### src/rtl/uart_tx_fifo.sv
// UART transmitter with a small write FIFO in front of it.
// Words pushed on valid_i/ready_o are queued and serialised as
// start bit, DATA_W data bits (LSB first), optional parity, and STOP_BITS stop bits.
module uart_tx_fifo #(
  parameter int CLK_FREQ   = 10000000,
  parameter int BAUD       = 9600,
  parameter int DATA_W     = 8,
  parameter int PARITY     = 0,
  parameter int STOP_BITS  = 1,
  parameter int FIFO_DEPTH = 4
) (
  input  logic                            clk_i,
  input  logic                            rst_n_i,
  input  logic [DATA_W-1:0]               data_i,
  input  logic                            valid_i,
  output logic                            ready_o,
  output logic                            uart_tx_o,
  output logic                            busy_o,
  output logic [$clog2(FIFO_DEPTH):0]     level_o
);

  localparam int unsigned BIT_CYC  = CLK_FREQ / BAUD;
  localparam int unsigned STOP_CYC = STOP_BITS * BIT_CYC;
  localparam int unsigned CW       = $clog2(STOP_CYC + 1);
  localparam int unsigned AW       = $clog2(FIFO_DEPTH);
  localparam int unsigned LW       = AW + 1;
  localparam int unsigned BW       = $clog2(DATA_W);

  typedef enum logic [2:0] {
    IDLE,
    START,
    DATA,
    PAR,
    STOP
  } state_e;

  state_e              state_q, state_d;
  logic [CW-1:0]       cyc_q, cyc_d;
  logic [BW-1:0]       bit_q, bit_d;
  logic [DATA_W-1:0]   shift_q, shift_d;
  logic                par_q, par_d;
  logic                tx_q, tx_d;

  logic [DATA_W-1:0]   mem [FIFO_DEPTH];
  logic [AW-1:0]       wr_ptr_q, rd_ptr_q;
  logic [LW-1:0]       level_q;

  logic                full, empty, push, pop, load, bit_end;
  logic [DATA_W-1:0]   head;

  assign full    = (level_q == LW'(FIFO_DEPTH));
  assign empty   = (level_q == '0);
  assign push    = valid_i & ~full;
  assign head    = mem[rd_ptr_q];
  assign bit_end = (cyc_q == CW'(BIT_CYC - 1));

  assign ready_o   = ~full;
  assign level_o   = level_q;
  assign uart_tx_o = tx_q;
  assign busy_o    = (state_q != IDLE) | ~empty;

  // FIFO storage: written on accepted pushes only, no reset needed
  always_ff @(posedge clk_i) begin
    if (push) begin
      mem[wr_ptr_q] <= data_i;
    end
  end

  // FIFO pointers and occupancy; pointers wrap naturally at the power-of-two depth
  always_ff @(posedge clk_i or negedge rst_n_i) begin
    if (!rst_n_i) begin
      wr_ptr_q <= '0;
      rd_ptr_q <= '0;
      level_q  <= '0;
    end else begin
      if (push) wr_ptr_q <= wr_ptr_q + AW'(1);
      if (pop)  rd_ptr_q <= rd_ptr_q + AW'(1);
      case ({push, pop})
        2'b10:   level_q <= level_q + LW'(1);
        2'b01:   level_q <= level_q - LW'(1);
        default: level_q <= level_q;
      endcase
    end
  end

  // Transmit FSM state and registered line output
  always_ff @(posedge clk_i or negedge rst_n_i) begin
    if (!rst_n_i) begin
      state_q <= IDLE;
      cyc_q   <= '0;
      bit_q   <= '0;
      shift_q <= '0;
      par_q   <= 1'b0;
      tx_q    <= 1'b1;
    end else begin
      state_q <= state_d;
      cyc_q   <= cyc_d;
      bit_q   <= bit_d;
      shift_q <= shift_d;
      par_q   <= par_d;
      tx_q    <= tx_d;
    end
  end

  // Next-state logic; the line value is computed one edge ahead so it leaves a register
  always_comb begin
    state_d = state_q;
    cyc_d   = cyc_q;
    bit_d   = bit_q;
    shift_d = shift_q;
    par_d   = par_q;
    tx_d    = tx_q;
    load    = 1'b0;
    pop     = 1'b0;

    case (state_q)
      IDLE: begin
        tx_d = 1'b1;
        if (!empty) load = 1'b1;
      end
      START: begin
        if (bit_end) begin
          state_d = DATA;
          cyc_d   = '0;
          bit_d   = '0;
          tx_d    = shift_q[0];
        end else begin
          cyc_d = cyc_q + CW'(1);
        end
      end
      DATA: begin
        if (bit_end) begin
          cyc_d = '0;
          if (bit_q == BW'(DATA_W - 1)) begin
            if (PARITY != 0) begin
              state_d = PAR;
              tx_d    = par_q;
            end else begin
              state_d = STOP;
              tx_d    = 1'b1;
            end
          end else begin
            bit_d   = bit_q + BW'(1);
            shift_d = shift_q >> 1;
            tx_d    = shift_q[1];
          end
        end else begin
          cyc_d = cyc_q + CW'(1);
        end
      end
      PAR: begin
        if (bit_end) begin
          state_d = STOP;
          cyc_d   = '0;
          tx_d    = 1'b1;
        end else begin
          cyc_d = cyc_q + CW'(1);
        end
      end
      STOP: begin
        if (cyc_q == CW'(STOP_CYC - 1)) begin
          if (!empty) begin
            load = 1'b1;
          end else begin
            state_d = IDLE;
            cyc_d   = '0;
            tx_d    = 1'b1;
          end
        end else begin
          cyc_d = cyc_q + CW'(1);
        end
      end
      default: begin
        state_d = IDLE;
        cyc_d   = '0;
        tx_d    = 1'b1;
      end
    endcase

    // Shared by IDLE and end-of-STOP so back-to-back frames have no idle gap
    if (load) begin
      pop     = 1'b1;
      state_d = START;
      cyc_d   = '0;
      bit_d   = '0;
      shift_d = head;
      par_d   = (^head) ^ (PARITY == 2);
      tx_d    = 1'b0;
    end
  end

endmodule
### config.mk
export PLATFORM = sky130hd
export DESIGN_NAME = uart_tx_fifo
export DESIGN_NICKNAME = d
export VERILOG_FILES = /design/src/rtl/uart_tx_fifo.sv
export SDC_FILE = /design/constraint.sdc
export NUM_CORES = 1
export LEC_CHECK = 0
export BUFFER_PORTS_ARGS = -buffer_cell sky130_fd_sc_hd__buf_2
export CORE_MARGIN = 2
export CORE_UTILIZATION = 30
export DETAILED_ROUTE_END_ITERATION = 7
export GPL_TIMING_DRIVEN = 0
export PLACE_DENSITY = 0.42
export REMOVE_ABC_BUFFERS = 1
export SLEW_MARGIN = 20
export SYNTH_ARGS = -nofsm -noshare
export SYNTH_HDL_FRONTEND = slang
export SYNTH_SLANG_ARGS = --single-unit
export TNS_END_PERCENT = 100
### constraint.sdc
create_clock -name clk_i -period 7.7 [get_ports clk_i]
set_input_delay 1.54 -clock clk_i [delete_from_list [all_inputs] [get_ports clk_i]]
set_output_delay 1.54 -clock clk_i [all_outputs]
set_load 0.03 [all_outputs]
# Yosys cells after proc, flatten, opt, wreduce, memory -nomap -nowiden
# Memories as Yosys holds them, arrays and structs flattened.
# Cells that the tools add are included.
# classes
add_sub_neg	6
n_eq_ne	19
muxes	37
bitwise	4
reduce_logical	13
# ops
operator	n
$mux 11	4
$mux 3	11
$pmux 11 s3	1
$mux 8	4
$ne 3x3->1 const B	7
$pmux 3 s5	1
$mux 1	12
$pmux 3 s2	2
$add 11x1->11 const B	1
$eq 11x11->1 const B	1
$eq 3x3->1 const B	3
$reduce_and 7->1	1
$add 3x1->3 const B	2
$eq 3x2->1 const B	2
$logic_not 3->1	2
$reduce_bool 2->1	3
$reduce_bool 3->1	2
$reduce_and 5->1	1
$add 2x1->2 const B	2
$ne 2x2->1 const B	2
$ne 4x4->1 const B	1
$pmux 1 s4	1
$reduce_and 4->1	1
$eq 3x1->1 const B	1
10 further kinds	11
# word_totals
ff_bits	33
mem_bits_rw	32
inputBits	11
output_inout_bits	6
word_cells	88
mem_count	1
# memory_table
name	words	width	rd	rd_clocked_by_memory_dff	write_ports	line	text
mem	4	8	1	0	1	44	logic [DATA_W-1:0] mem [FIFO_DEPTH];

# Depth between registers and ports, before layout
# Gate-level depths: netlist of run 1.
# logic_depth
ltp_word	7
depth_mapped	14
mapped_depth_nobuf	12

# Worst setup path before layout of run 1
# No wires, ideal clock.
# synth_path
kind	reg2out
from	register state_q[2]
to	output busy_o
arrival_time_ns	1.408
t_required_ns	6.160
slack_ns	4.752
path_stages_with_launch	5
n_path_buf	1
cell_sequence	dfrtp_1 > clkbuf_1 > or3_1 > nor4_2 > inv_2
# synth_between
elab_chain_len	2
# synth_lines
item	line	text
start: declaration	37	state_e state_q, state_d;
start signal: assignment	96	state_q <= state_d;
$reduce_bool 3->1	60	assign busy_o = (state_q != IDLE) | ~empty;
$or 1x1->1	60	
end: declaration	18	output logic busy_o,
# Every way passes these cells.

# Worst setup path in the final report of run 1
# Ends and elaborated chain as after synthesis.

==> results of run 1 <==
-- worst reg2reg max path: cells and delay by family, from the launching register on --
kind / cells / cell delay [ps]
and+or+nand+nor: 3 / 1350
AOI/OAI and AO/OA: 1 / 300
xor gates and xnor gates: 2 / 300
adders and majority gates: 3 / 670
buffers and inverters: 3 / 260
DFF: 1 / 460
-- final timing paths --
kind | slack (ps) | end | startpoint
max reg2reg | 4320 | level_o[2] | cyc_q[0]
min | 490 | shift_q[5] | shift_q[6]
max | 4100 | busy_o | state_q[2]
max in group asynchronous | 5920 | shift_q[3] | rst_n_i
min reg2reg | 490 | shift_q[5] | shift_q[6]
min in group asynchronous | 1280 | cyc_q[10] | rst_n_i
-- placed cells by master (no fill, tap or decap), types with 2 or more instances in the layout --
cell,synthesis,routed
dfrtp_1,32,32
edfxtp_1,32,32
nand2_1,24,24
inv_1,17,17
buf_2,3,16
o21ai_0,11,11
nor2_1,10,10
a31oi_1,10,10
ha_1,9,9
clkbuf_8,0,9
a21oi_1,8,8
mux4_2,8,8
nor3_1,7,7
o21ai_1,6,6
nand3_1,6,6
and3_1,4,4
nand4_1,3,3
o221ai_2,3,3
xor2_1,3,3
inv_6,0,3
inv_2,2,2
or3_1,2,2
nor2b_1,2,2
nor3b_1,2,2
a22o_1,2,2
nand2b_1,2,2
and4_1,2,2
mux2i_1,2,2
xnor2_1,2,2
a32o_1,2,2
clkinvlp_4,0,2
-- per-stage QoR --
| step | hold slack [ps] | total power, W | utilization, % | worst slack [ps] |
|---|---|---|---|---|
| 2_1_floorplan | 444 | 0.000533 | - | 4470 |
| 3_3_place_gp | 467 | 0.000577 | 33.1 | 3950 |
| 3_5_place_dp | 476 | 0.000580 | 33.3 | 4290 |
| 4_1_cts | 493 | 0.000879 | 35.4 | 4060 |
| 5_1_grt | 526 | 0.000914 | 35.4 | 3920 |
| 6_report | 486 | 0.000861 | 35.4 | 4100 |
-- layout make-up --
class / count / share of cell area (%)
Multi-Input combinational cell: 149 / 33.4
Sequential cell: 65 / 51.5
Clock buffer: 9 / 3.57
Clock inverter: 7 / 2.20
Timing Repair Buffer: 17 / 2.52
Tap cell: 133 / 4.79
Inverter: 19 / 2.05
-- flip-flops by register name, summed over array words and instances, names as in the netlist --
name       flops
bit_q          3
mem           32
state_q        3
uart_tx_o      1
wr_ptr_q       2
level_o        3
cyc_q         11
shift_q        8
rd_ptr_q       2
-- report_power, final --
part / total, W / internal [W] / switching, W
sequential: 0.000443 / 0.000417 / 0.0000261
combinational: 0.000124 / 0.0000448 / 0.0000789
clock: 0.000295 / 0.000152 / 0.000143
-- routing by layer --
layer / vias to the layer above / GRT usage [%] / part of all wire [%]
met3: 9 / 3.99 / 3.4
met2: 23 / 18.3 / 47
met5: - / 0 / 0
met4: 0 / 3.14 / 1.2
met1: 946 / 16.7 / 49
li1: 938 / - / -
-- cell usage after synthesis, types with 4 or more instances --
cell type,instances
dfrtp_1,32
edfxtp_1,32
nand2_1,24
inv_1,17
o21ai_0,11
a31oi_1,10
nor2_1,10
ha_1,9
a21oi_1,8
mux4_2,8
nor3_1,7
nand3_1,6
o21ai_1,6
clkbuf_1,5
and3_1,4
-- logic make-up after synthesis --
kind of cell	after synthesis	synth area share (%)
fa+ha+maj	10	4.34
buf+inv	29	4.05
simple gates	71	12.4
flops	65	58.4
xor+xnor	6	1.96
mux	11	6.91
compound gates	51	11.9
==> results.json, run 1 <==
{
  "status": "complete, no violations",
  "worst_pin_slew_ps": 1020,
  "cp_num_cells": 4,
  "min_path_type": "reg2reg",
  "initial_core_util_pct": 31.2,
  "n_fill_cell": 1031,
  "worst_ep_required_time_ps": 6160,
  "dr.first_iter.drc_count": 50,
  "dp_hpwl_mm": 3.88,
  "placed_area_sq_mm": 0.00327,
  "syn_inst": 243,
  "grt_max_degree": 34,
  "design_area_sq_mm": 0.00347,
  "clock_path_buffers": 2,
  "drive_gt1_share_pct": 20.7,
  "powerDensity_mw_per_mm2": 248,
  "cts_made_buffers": 9,
  "wl_per_cell_um": 14.6,
  "overflow": 0,
  "cts_resized": 0,
  "path_cells": "or3_1, nor4_2, inv_2, buf_2",
  "syn_area_sq_mm": 0.00306,
  "reg2reg_depth": 12,
  "final_cells": 399,
  "cpPeakStageDelay_ps": 490,
  "grt_pass1_vias": 1953,
  "dp_cells": 383,
  "skew_ps": 12.2,
  "synth_seq_area_share_pct": 58.4,
  "critical-path-top-delay-family": "simple AND/OR/NAND/NOR gates",
  "area_growth_pct": 13.5,
  "post_cts_buffers": 0,
  "worst_ep_arrival_time_ps": 2060,
  "place_congestion": 0.707,
  "antenna_found_initial": 0,
  "drv_slew": 0,
  "vias_per_cell": 4.80,
  "cp_num_buf_inv": 2,
  "clk_latency_ps": 340,
  "hold_depth": 2,
  "hold_viol": 0,
  "io_pins": 17,
  "synth-seq-cells": 65,
  "htree_num_levels": 3,
  "die-area_sq_mm": 0.0110,
  "worst_setup_path_end_kind": "output pin",
  "rsz0062_at_grt": "false",
  "synth_edf_count": 32,
  "port_buffers": 16,
  "syn_avg_cell_area_sq_um": 12.6,
  "regArea_sq_mm": 0.00179,
  "finalWirelength_mm": 5.81,
  "setup_viol": 0,
  "fin_setup_tns_ps": 0,
  "grt_pass1_wl_mm": 10.4,
  "nets": 282,
  "synth.distinct_cells": 51,
  "maxCapViolCount": 0,
  "period_share_pct": 46.7,
  "path_class": "reg2out",
  "cts_root_buf": "clkbuf_8",
  "critPathMaxFanout": 10,
  "clk_pin_slew_ps": 80,
  "drtAntennaViolNets": 0,
  "yosysWarnings": 0,
  "multi_input_area_sq_mm": 0.00116,
  "die_w_um": 105,
  "row_count": 36,
  "p_leak_nw": 1.37,
  "design.core.area_sq_mm": 0.00982,
  "async_flop_share_pct": 50.8,
  "synth_top_cell_by_area": "edfxtp_1",
  "fp.dieH_um": 105,
  "cp-start-kind": "flop",
  "synth.top_cell.area_share_pct": 31.4,
  "track_usage_pct": 12.1,
  "vias": 1916,
  "antenna-diode-count": 0,
  "first_pass_iters": 4,
  "vdd_drop_max_v": 0.000103,
  "slew_headroom_pct": 31.7,
  "synth_flop_cell": "edfxtp_1",
  "clock-sinks": 65,
  "cts_tree": "yes",
  "min_period_ps": 3600,
  "synth_top_cells_by_area": "edfxtp_1 31%, dfrtp_1 26%, mux4_2 5.9%, ha_1 3.7%, nand2_1 2.9%",
  "max_freq_mhz": 278,
  "postCtsHoldBufs": 0,
  "drc": 0,
  "slowest_stage": "dfrtp_1"
}
(Power assumes the default switching activity.)
==> inputs of run 2 (changes only) <==
--- a/config.mk
+++ b/config.mk
@@ -10,7 +10,7 @@
 export CORE_UTILIZATION = 30
 export DETAILED_ROUTE_END_ITERATION = 7
 export GPL_TIMING_DRIVEN = 0
-export PLACE_DENSITY = 0.42
+export PLACE_DENSITY = 0.44
 export REMOVE_ABC_BUFFERS = 1
 export SLEW_MARGIN = 20
 export SYNTH_ARGS = -nofsm -noshare
==> constraint.sdc (replaced) <==
create_clock -name clk_i -period 3.05 [get_ports clk_i]
set_input_delay 0.61 -clock clk_i [delete_from_list [all_inputs] [get_ports clk_i]]
set_output_delay 0.61 -clock clk_i [all_outputs]
set_load 0.03 [all_outputs]
==> run 2 against run 1 <==
- final area is 1.0% higher
- wire length barely moved
- first-iteration DRC count increased by 34%
- die area unchanged
- worst setup slack worse by 3700 ps
- clock skew down 1.5 ps
- combinational power rose to 2.5 times the previous value
- utilization grew 0.36 points
- hold slack worse by 130 ps
- non-clock buffer count rose by 2
- critical path type is now reg2reg
==> results.json, run 2 (same netlist as run 1, synthesis figures left out) <==
{
  "place_congestion": 0.743,
  "vdd_drop_max_v": 0.000288,
  "min_period_ps": 2690,
  "regMostFlops": "mem",
  "multi_input_area_sq_mm": 0.00117,
  "clk_pin_slew_ps": 80,
  "design.core.area_sq_mm": 0.00982,
  "antenna_found_initial": 0,
  "drc": 0,
  "grt_max_degree": 34,
  "cts_root_buf": "clkbuf_8",
  "largest_reg_flops": 32,
  "cts_tree": "yes",
  "die_w_um": 105,
  "n_fill_cell": 1023,
  "clock-sinks": 65,
  "hold-worst-slack_ps": 354,
  "area_growth_pct": 14.6,
  "p_leak_nw": 1.40,
  "p_comb_share_pct": 14.3,
  "slew_headroom_pct": 33.0,
  "drtAntennaViolNets": 0,
  "row_count": 36,
  "grt_pass1_vias": 1967,
  "rsz0062_at_grt": "false",
  "skew_ps": 10.6,
  "clock_path_buffers": 2,
  "cp-start-kind": "flop",
  "port_buffers": 16,
  "routed-wl-met2_mm": 2.70,
  "grt_pass1_wl_mm": 10.0,
  "design_area_sq_mm": 0.00351,
  "cts_made_buffers": 9,
  "intPower_w": 0.00156,
  "track_usage_pct": 11.6,
  "worst_pin_slew_ps": 1000,
  "clk_latency_ps": 350,
  "drv_slew": 0,
  "overflow": 0,
  "htree_num_levels": 3,
  "critPathMaxFanout": 11,
  "die-area_sq_mm": 0.0110,
  "power.switching_w": 0.000646,
  "p_total_w": 0.00221,
  "powerDensity_mw_per_mm2": 629,
  "io_pins": 17,
  "antenna-diode-count": 0,
  "first_pass_iters": 4,
  "netSwitchingFraction_pct": 29.3,
  "pwr-share-clk_pct": 34.9,
  "min_path_type": "in2async",
  "dr.first_iter.drc_count": 67,
  "fp.dieH_um": 105,
  "met3_length_um": 190,
  "path_class": "reg2reg",
  "max_freq_mhz": 372,
  "finalWirelength_mm": 5.81,
  "maxCapViolCount": 0,
  "top_regs": "mem x32, cyc_q x11, shift_q x8",
  "worst_ep_required_time_ps": 3320,
  "mostFrequentLayoutCells": "32 x dfrtp_1, 32 x edfxtp_1, 24 x nand2_1",
  "dp_hpwl_mm": 3.96,
  "worst_ep_arrival_time_ps": 2950,
  "postCtsHoldBufs": 0,
  "hold_viol": 0,
  "initial_core_util_pct": 31.2,
  "vias_per_cell": 4.85,
  "status": "complete, no violations",
  "power_frac_seq_pct": 50.8,
  "period_share_pct": 88.1,
  "drive_gt1_share_pct": 22.0,
  "vias": 1945,
  "wl_per_cell_um": 14.5,
  "regArea_sq_mm": 0.00179,
  "nets": 284,
  "top_layer": "met4",
  "drt-met1-wl_mm": 2.81,
  "setup_viol": 0,
  "worst_setup_path_end_kind": "flop",
  "placed_area_sq_mm": 0.00327
}
run 2: metal layers:
| layer | GRT usage [%] | up-vias |
|---|---|---|
| li1 | - | 942 |
| met1 | 15.3 | 962 |
| met2 | 18.1 | 32 |
| met3 | 2.56 | 9 |
| met4 | 5.43 | 0 |
| met5 | 0 | - |
run 2: final cells by class:
| class | instances | area share, % |
|---|---|---|
| Inverter | 19 | 2.03 |
| Clock buffer | 9 | 3.53 |
| Sequential cell | 65 | 51.0 |
| Multi-Input combinational cell | 149 | 33.4 |
| Clock inverter | 7 | 2.35 |
| Tap cell | 133 | 4.74 |
| Timing Repair Buffer | 19 | 2.93 |
run 2: final timing paths:
check / start / endpoint / slack [ps] / cells past startpoint
max in group asynchronous: rst_n_i / level_o[0] / 2200 / 1
min: rst_n_i / bit_q[2] / 350 / 1
max reg2reg: cyc_q[0] / level_o[2] / 360 / 12
min reg2reg: shift_q[6] / shift_q[5] / 490 / 2
min in group clk_i: data_i[7] / mem[3][7] / 480 / 1
max: cyc_q[0] / level_o[2] / 360 / 12
run 2: repair_timing:
| item | in CTS | in global routing |
|---|---|---|
| setup endpoints to repair | 2 | 1 |
| buffers inserted | 1 | 1 |
| gates resized for setup | 2 | 2 |
| cloned | 0 | 0 |
| pin swaps | 1 | 1 |
run 2: power by group through the flow:
stage                     sequential (W)  clock, W  combinational [W]
after floorplan                  0.00116         0           0.000186
after CTS                        0.00112  0.000792           0.000326
after global routing             0.00114  0.000834           0.000362
after detailed placement         0.00114         0           0.000323
final                            0.00112  0.000770           0.000316
after global placement           0.00114         0           0.000323
run 2: worst max-delay path, stage by stage (launching register included):
cell and delay, ps:
dfrtp_1 450, inv_1 80, ha_1 140, nor4bb_4 300
a31oi_4 220, or2_4 360, inv_2 60, ha_1 160
inv_1 60, fa_1 370, xor2_1 150, nor2_1 110
xor2_1 140
run 2: per-stage QoR:
stage	util, %	setup WS, ps	setup TNS, ps	cells
5_1_grt	35.7	135	0	401
6_report	35.7	362	0	401
3_5_place_dp	33.3	-357	-510	383
2_1_floorplan	-	-179	-179	233
3_3_place_gp	33.1	-710	-1390	382
4_1_cts	35.6	153	0	400
==> inputs of run 3 (changes only) <==
--- a/config.mk
+++ b/config.mk
@@ -8,8 +8,8 @@
 export BUFFER_PORTS_ARGS = -buffer_cell sky130_fd_sc_hd__buf_2
 export CORE_MARGIN = 2
 export CORE_UTILIZATION = 30
+export CTS_CLUSTER_SIZE = 12
 export DETAILED_ROUTE_END_ITERATION = 7
-export GPL_TIMING_DRIVEN = 0
 export PLACE_DENSITY = 0.44
 export REMOVE_ABC_BUFFERS = 1
 export SLEW_MARGIN = 20
==> run 3 against run 2 <==
- maximum frequency down 2.5%
- final area down 0.68%
- total power down 1.1%
- worst setup slack worse by 68 ps
- largest cell class unchanged
- clock skew up 4.0 ps
- final cell count up 0.25%
- die area unchanged
- via count about the same
- count of clock-buffer cells in the layout unchanged
==> results.json, run 3 (same netlist as run 1, synthesis figures left out) <==
{
  "status": "complete, no violations",
  "place_congestion": 0.778,
  "area_growth_pct": 13.9,
  "worst_pin_slew_ps": 773,
  "grt_pass1_vias": 1976,
  "first_pass_iters": 4,
  "top_regs": "mem x32, cyc_q x11, shift_q x8",
  "overflow": 0,
  "powerDensity_mw_per_mm2": 626,
  "postCtsHoldBufs": 0,
  "maxCapViolCount": 0,
  "preCtsSetupSlack_ps": 308,
  "drv_slew": 0,
  "skew_ps": 14.6,
  "path_class": "reg2reg",
  "period_share_pct": 90.3,
  "regMostFlops": "mem",
  "dp_hpwl_mm": 3.97,
  "p_leak_nw": 1.39,
  "fin_ws_ps": 294,
  "vias_per_cell": 4.84,
  "mostFrequentLayoutCells": "32 x dfrtp_1, 32 x edfxtp_1, 24 x nand2_1",
  "r2r-start": "cyc_q[0]",
  "wl_per_cell_um": 14.7,
  "utilization_pct": 35.5,
  "grt_max_degree": 34,
  "cp-start-kind": "flop",
  "setup_viol": 0,
  "clk_latency_ps": 340,
  "track_usage_pct": 11.5,
  "min_path_type": "in2async",
  "die_w_um": 105,
  "critPathLaunch": "cyc_q[0]",
  "min_period_ps": 2760,
  "final_cells": 402,
  "clock-sinks": 65,
  "dr.first_iter.drc_count": 70,
  "drc": 0,
  "grt_pass1_wl_mm": 9.79,
  "fp.dieH_um": 105,
  "largest_reg_flops": 32,
  "dp_cells": 386,
  "design.core.area_sq_mm": 0.00982,
  "max_freq_mhz": 363,
  "slew_headroom_pct": 48.5,
  "htree_num_levels": 3,
  "cts_resized": 0,
  "antenna-diode-count": 0,
  "drtAntennaViolNets": 0,
  "die-area_sq_mm": 0.0110,
  "cts_made_buffers": 9,
  "port_buffers": 16,
  "worst_setup_path_end_kind": "flop",
  "clk_pin_slew_ps": 80,
  "vias": 1946,
  "nets": 285,
  "antenna_found_initial": 0,
  "clock_path_buffers": 2,
  "hold_viol": 0,
  "finalWirelength_mm": 5.90,
  "cts_tree": "yes",
  "cts_root_buf": "clkbuf_8",
  "vdd_drop_max_v": 0.000298,
  "rsz0062_at_grt": "false",
  "critPathMaxFanout": 10,
  "post_cts_buffers": 0,
  "worst_ep_arrival_time_ps": 3020,
  "initial_core_util_pct": 31.2,
  "worst_ep_required_time_ps": 3310,
  "drive_gt1_share_pct": 20.8,
  "io_pins": 17,
  "row_count": 36
}
-- run 3: changes by cell type in the layout (fill, tap and decap cells not counted), sizes merged --
| cell | delta |
|---|---|
| clkinvlp | +2 |
| inv | -2 |
| buf | +1 |
-- run 3: layout make-up --
cell class	instances	area (sq um)
Fill cell	1014	6340
Clock buffer	9	124
Clock inverter	7	76.3
Tap cell	133	166
Multi-Input combinational cell	149	1150
Timing Repair Buffer	20	110
Inverter	19	71.3
Sequential cell	65	1790
-- run 3: layer usage --
layer  vias up  track usage, %  wire (um)
met2        29            18.9       2940
met5         -               0          0
met4         0            3.71         58
li1        946               -          -
met3         6            3.93        171
met1       965            14.3       2730
-- run 3: power breakdown --
part | switching, W | internal, W | total (W)
sequential | 0.0000665 | 0.00105 | 0.00112
clock | 0.000361 | 0.000384 | 0.000745
combinational | 0.000203 | 0.000116 | 0.000319
-- run 3: stage by stage --
stage / total power [W] / setup TNS [ps] / instance area (sq um) / hold slack (ps)
after CTS: 0.00223 / 0 / 3480 / 366
after detailed placement: 0.00147 / 0 / 3280 / 475
after global placement: 0.00146 / 0 / 3280 / 467
after floorplan: 0.00134 / -179 / 3010 / 314
final: 0.00218 / 0 / 3480 / 339
after global routing: 0.00231 / 0 / 3480 / 383
-- run 3: worst max-delay path, stage by stage, from the launching register on --
cell	delay, ps
dfrtp_1	450
inv_1	80
ha_1	140
nor4bb_1	280
buf_4	210
a31oi_4	160
or2_1	310
inv_2	50
ha_1	160
inv_1	60
fa_1	370
xor2_1	150
nor2_1	110
xor2_1	150
-- run 3: worst paths after layout --
| check | end | slack, ps | depth (start not counted) |
|---|---|---|---|
| worst max-delay path | level_o[2] | 290 | 13 |
| worst max register to register | level_o[2] | 290 | 13 |
| max in group asynchronous | bit_q[1] | 2210 | 1 |
| worst min-delay path | cyc_q[10] | 340 | 1 |
| min in group clk_i | mem[0][7] | 480 | 1 |
| worst min register to register | cyc_q[10] | 500 | 1 |
